## config.mk

```make
export PLATFORM = sky130hd
export DESIGN_NAME = fwd_hazard_unit
export DESIGN_NICKNAME = d
export VERILOG_FILES = /design/src/rtl/fwd_hazard_unit.sv
export SDC_FILE = /design/constraint.sdc
export NUM_CORES = 1
export LEC_CHECK = 0
export BUFFER_PORTS_ARGS = -buffer_cell sky130_fd_sc_hd__buf_2
export CORE_UTILIZATION = 41
export CTS_BUF_LIST = sky130_fd_sc_hd__clkbuf_8
export DETAILED_ROUTE_END_ITERATION = 16
export MAX_ROUTING_LAYER = met4
export PLACE_DENSITY = 0.72
export RECOVER_POWER = 50
export SYNTH_ARGS = -nofsm -noshare
export SYNTH_HDL_FRONTEND = slang
export SYNTH_SLANG_ARGS = --single-unit
export TNS_END_PERCENT = 50
```

## constraint.sdc

```tcl
create_clock -name clk_i -period 1.8 [get_ports clk_i]
set_input_delay 0.09 -clock clk_i [delete_from_list [all_inputs] [get_ports clk_i]]
set_output_delay 0.09 -clock clk_i [all_outputs]
set_load 0.05 [all_outputs]
```

## src/rtl/fwd_hazard_unit.sv

```systemverilog
// Forwarding-select and load-use stall controller for the five-stage pipeline.
// Define FWD_POSTWB_BYPASS_EN to add the post-writeback tag stage and the 11 select code.
module fwd_hazard_unit #(
  parameter int REG_W = 5,
  parameter int CNT_W = 16
) (
  input  logic             clk_i,
  input  logic             rst_i,
  input  logic             id_valid_i,
  input  logic [REG_W-1:0] id_rs_i,
  input  logic [REG_W-1:0] id_rt_i,
  input  logic             id_rs_used_i,
  input  logic             id_rt_used_i,
  input  logic [REG_W-1:0] id_rd_i,
  input  logic             id_regwrite_i,
  input  logic             id_memread_i,
  input  logic             flush_i,
  output logic             stall_o,
  output logic [1:0]       fwd_a_sel_o,
  output logic [1:0]       fwd_b_sel_o,
  output logic [CNT_W-1:0] stall_cnt_o
);

  typedef struct packed {
    logic             valid;
    logic             regwrite;
    logic             memread;
    logic [REG_W-1:0] rd;
  } tag_t;

  typedef enum logic {RUN = 1'b0, STALL = 1'b1} state_t;

  localparam tag_t TAG_BUBBLE = '{valid: 1'b0, regwrite: 1'b0, memread: 1'b0, rd: {REG_W{1'b0}}};

`ifdef FWD_POSTWB_BYPASS_EN
  localparam logic [1:0] WB_SEL = 2'b11;
`else
  // Register file is write-before-read, so a WB producer needs no bypass.
  localparam logic [1:0] WB_SEL = 2'b00;
`endif

  tag_t   ex_tag_r;
  tag_t   mem_tag_r;
  tag_t   wb_tag_r;
`ifdef FWD_POSTWB_BYPASS_EN
  tag_t   post_tag_r;
`endif
  state_t state_r;

  tag_t       id_tag_s;
  logic [1:0] sel_a_s;
  logic [1:0] sel_b_s;
  logic       hazard_s;
  logic       load_ex_s;

  function automatic logic tag_match(input tag_t t, input logic [REG_W-1:0] src, input logic used);
    return t.valid & t.regwrite & used & (t.rd == src) & (t.rd != {REG_W{1'b0}});
  endfunction

  function automatic logic [1:0] sel_for(input tag_t ex_t, input tag_t mem_t, input tag_t wb_t,
                                         input logic [REG_W-1:0] src, input logic used);
    logic [1:0] sel;
    if (tag_match(ex_t, src, used)) begin
      sel = 2'b01;
    end else if (tag_match(mem_t, src, used)) begin
      sel = 2'b10;
    end else if (tag_match(wb_t, src, used)) begin
      sel = WB_SEL;
    end else begin
      sel = 2'b00;
    end
    return sel;
  endfunction

  // Select resolution, load-use detection and EX-load decision for the ID instruction
  always_comb begin
    id_tag_s  = '{valid: id_valid_i, regwrite: id_regwrite_i, memread: id_memread_i, rd: id_rd_i};
    sel_a_s   = sel_for(ex_tag_r, mem_tag_r, wb_tag_r, id_rs_i, id_rs_used_i);
    sel_b_s   = sel_for(ex_tag_r, mem_tag_r, wb_tag_r, id_rt_i, id_rt_used_i);
    hazard_s  = id_valid_i & ex_tag_r.memread &
                (tag_match(ex_tag_r, id_rs_i, id_rs_used_i) | tag_match(ex_tag_r, id_rt_i, id_rt_used_i));
    // Flush wins over the stall; STALL state blocks a second consecutive stall.
    stall_o   = hazard_s & ~flush_i & (state_r == RUN) & ~rst_i;
    load_ex_s = id_valid_i & ~stall_o & ~flush_i;
  end

  // Tag pipeline shift, registered selects, FSM and saturating stall counter
  always_ff @(posedge clk_i) begin
    if (rst_i) begin
      ex_tag_r    <= TAG_BUBBLE;
      mem_tag_r   <= TAG_BUBBLE;
      wb_tag_r    <= TAG_BUBBLE;
`ifdef FWD_POSTWB_BYPASS_EN
      post_tag_r  <= TAG_BUBBLE;
`endif
      state_r     <= RUN;
      fwd_a_sel_o <= 2'b00;
      fwd_b_sel_o <= 2'b00;
      stall_cnt_o <= {CNT_W{1'b0}};
    end else begin
`ifdef FWD_POSTWB_BYPASS_EN
      post_tag_r  <= wb_tag_r;
`endif
      wb_tag_r    <= mem_tag_r;
      mem_tag_r   <= ex_tag_r;
      ex_tag_r    <= load_ex_s ? id_tag_s : TAG_BUBBLE;
      fwd_a_sel_o <= load_ex_s ? sel_a_s : 2'b00;
      fwd_b_sel_o <= load_ex_s ? sel_b_s : 2'b00;
      if (stall_o && (stall_cnt_o != {CNT_W{1'b1}})) begin
        stall_cnt_o <= stall_cnt_o + {{(CNT_W-1){1'b0}}, 1'b1};
      end else begin
        stall_cnt_o <= stall_cnt_o;
      end
      case (state_r)
        RUN:     state_r <= stall_o ? STALL : RUN;
        STALL:   state_r <= RUN;
        default: state_r <= RUN;
      endcase
    end
  end

endmodule

```

==> impl_metrics.toml <==
[status]
status = "complete, but fails checks"
violations = "setup timing"

[worst_setup_path]
start_kind = "flop"
critPathRequiredTime_ps = 1710
cp.arrival_ps = 1900
crit_fanout = 6
cp_cell_sequence = "xor2_1 > nor4_1 > and3_2 > buf_6 > o21ba_4 > buf_8"
slowest_delay_ps = 350
critPathCaptureType = "output port"
critical_path_class = "flop to output port"
critPathSlowestCell = "dfxtp_4"

[clocking]
htreeDepth = 2
clock_latency_ps = 280
ctsLongestPathBuffers = 2
numCtsBuffers = 5
cts_hold_buffers = 0
clk_pin_slew_worst_paths_ps = 60
root_buffer = "clkbuf_8"
clkSinkCount = 36
cts_tree = "done"

[placed_design]
place_ws_ps = -216
numPortBuffers = 43
post-dp-hpwl_um = 2830
placed_cell_area_um2 = 2250
gp_congestion = 0.797
dp.cells = 295

[sta]
post-route-period-util_pct = 111
setup-tns-final_ps = -3040
fin_ws_ps = -190
drv_slew = 0
skew_ps = 8.86
fmax_mhz = 503
rsz0062_at_grt = "yes"
final-hold-violation-count = 0
worst-slew-pin-transition_ps = 454
setup_viol = 25
worst_hold_slack_ps = 36.8
slew_headroom_pct = 69.7
layout_min_cycle_time_ps = 1990

[floorplan]
dieArea_um2 = 4410
start_util_pct = 42.6
ios = 44
core_um2 = 4000
fp.dieH_um = 66.4
die_w_um = 66.4
rows = 23

[final_layout]
post-route-util_pct = 63.4
fin_area_um2 = 2530
layout.nets = 283
seq_area_um2 = 771
multiInputGateArea_um2 = 1100
areaGrowthSynthToFinish_pct = 48.9
diodes = 0
drive_above_1_share_pct = 53.1
layoutNonFillerInstCount = 310
nFillCells = 331

[yosys]
synth_top_cell_by_area = "dfxtp_1"
synth_common_cells = "36 x dfxtp_1, 17 x xor2_1, 11 x nor2_1"
synth_seq_area_share_pct = 42.3
synth_cell_types = 43
synth_nets = 204
synthTopCellsByArea = "dfxtp_1 42%, xor2_1 8.7%, nor2b_1 3.3%"
yosysWarnings = 0
synth_area_um2 = 1700
synthCells = 180
async_reset_ff_share_pct = 0
synth-seq-cells = 36
synth_most_common_cell = "dfxtp_1"
synth_ff_type = "dfxtp_1"
synth-edff-count = 0
synth_top_area_share_pct = 42.3
avgSynthCellArea_um2 = 9.46

[routing]
ant_nets = 0
first_pass_iters = 5
via_count = 1619
routed_wl_um = 4280
drt_iter0_markers = 76
wire_per_inst_um = 13.8
drc = 0
vias_per_cell = 5.22

[power]
p_leak_nw = 1.14
ir_worst_vdd_mv = 0.319
p_per_area_nw_per_um2 = 582
power_mw = 1.48

[worst_hold_path]
hp-class = "primary input to flop"

[grt]
overflow = 0
grt_pass1_vias = 1435
grt_usage_pct = 21.0
grt_pass1_wl_um = 6640
antenna_found_initial = 0
grt_max_degree = 28

[run]
drv_cap = 0
sequential cells by signal, summed over array words and instances, names as in the netlist:
signal	flops
ex_tag_r	8
fwd_a_sel_o	2
fwd_b_sel_o	2
mem_tag_r	7
stall_cnt_o	16
state_r	1
worst paths after layout:
check                            startpoint             end  slack [ps]  cells after the start
worst max-delay path            ex_tag_r[4]         stall_o        -190                      6
worst min-delay path             id_rd_i[4]     ex_tag_r[4]          40                      2
worst max register to register  ex_tag_r[4]  stall_cnt_o[5]        -180                      7
worst min register to register  ex_tag_r[7]    mem_tag_r[7]         460                      1
cell type report:
type,instances,area share [%]
Clock buffer,6,3.26
Clock inverter,2,0.296
Inverter,5,0.740
Multi-Input combinational cell,135,43.4
Sequential cell,36,30.4
Tap cell,50,2.47
Timing Repair Buffer,76,19.4
critical path: cells and delay by family, from the launching register on:
kind | cells | cell delay, ps
simple gates | 2 | 630
flops | 1 | 350
buf+inv | 2 | 290
compound gates | 1 | 180
xor+xnor | 1 | 160
layout by cell type (no fill, tap or decap), drive strengths merged, types with 3 or more instances in the layout:
| master | synthesis | final |
|---|---|---|
| a21oi | 8 | 8 |
| and3 | 10 | 10 |
| buf | 4 | 76 |
| clkbuf | 1 | 6 |
| dfxtp | 36 | 36 |
| inv | 5 | 7 |
| mux2 | 3 | 3 |
| nand2 | 10 | 10 |
| nand3 | 4 | 4 |
| nand4 | 4 | 4 |
| nor2 | 12 | 12 |
| nor2b | 9 | 9 |
| nor3 | 5 | 5 |
| nor4 | 6 | 6 |
| o21ai | 5 | 6 |
| o21ba | 3 | 3 |
| o31ai | 4 | 4 |
| or3 | 3 | 3 |
| or4 | 7 | 7 |
| xnor2 | 4 | 4 |
| xor2 | 17 | 17 |
routing by layer:
metal  global-route usage [%]  up-vias  routed length, um
li1                         -      805                  -
met5                        -        -                  0
met2                     31.3       48               2000
met1                     27.7      760               2070
met3                     4.14        6                160
met4                     8.78        0                 55
kinds of logic after synthesis:
family / synth area share [%]
and+or+nand+nor: 29.0
DFF: 42.3
AOI/OAI and AO/OA: 11.0
xor gates and xnor gates: 10.8
buffers and inverters: 3.60
muxes: 2.57
adders and majority gates: 0.735
where the power goes:
group,internal (mW),switching (mW)
Sequential,0.790,0.00662
Clock,0.300,0.265
Combinational,0.0599,0.0539
Total,1.15,0.326
repair_timing:
action,CTS,global route
endpoints found under the setup margin,21,27
pin swaps,9,16
endpoints found under the hold margin,0,0
cloned,1,0
resized for setup,12,23
buffers inserted,5,1
Power figures use the tool's default switching activity.
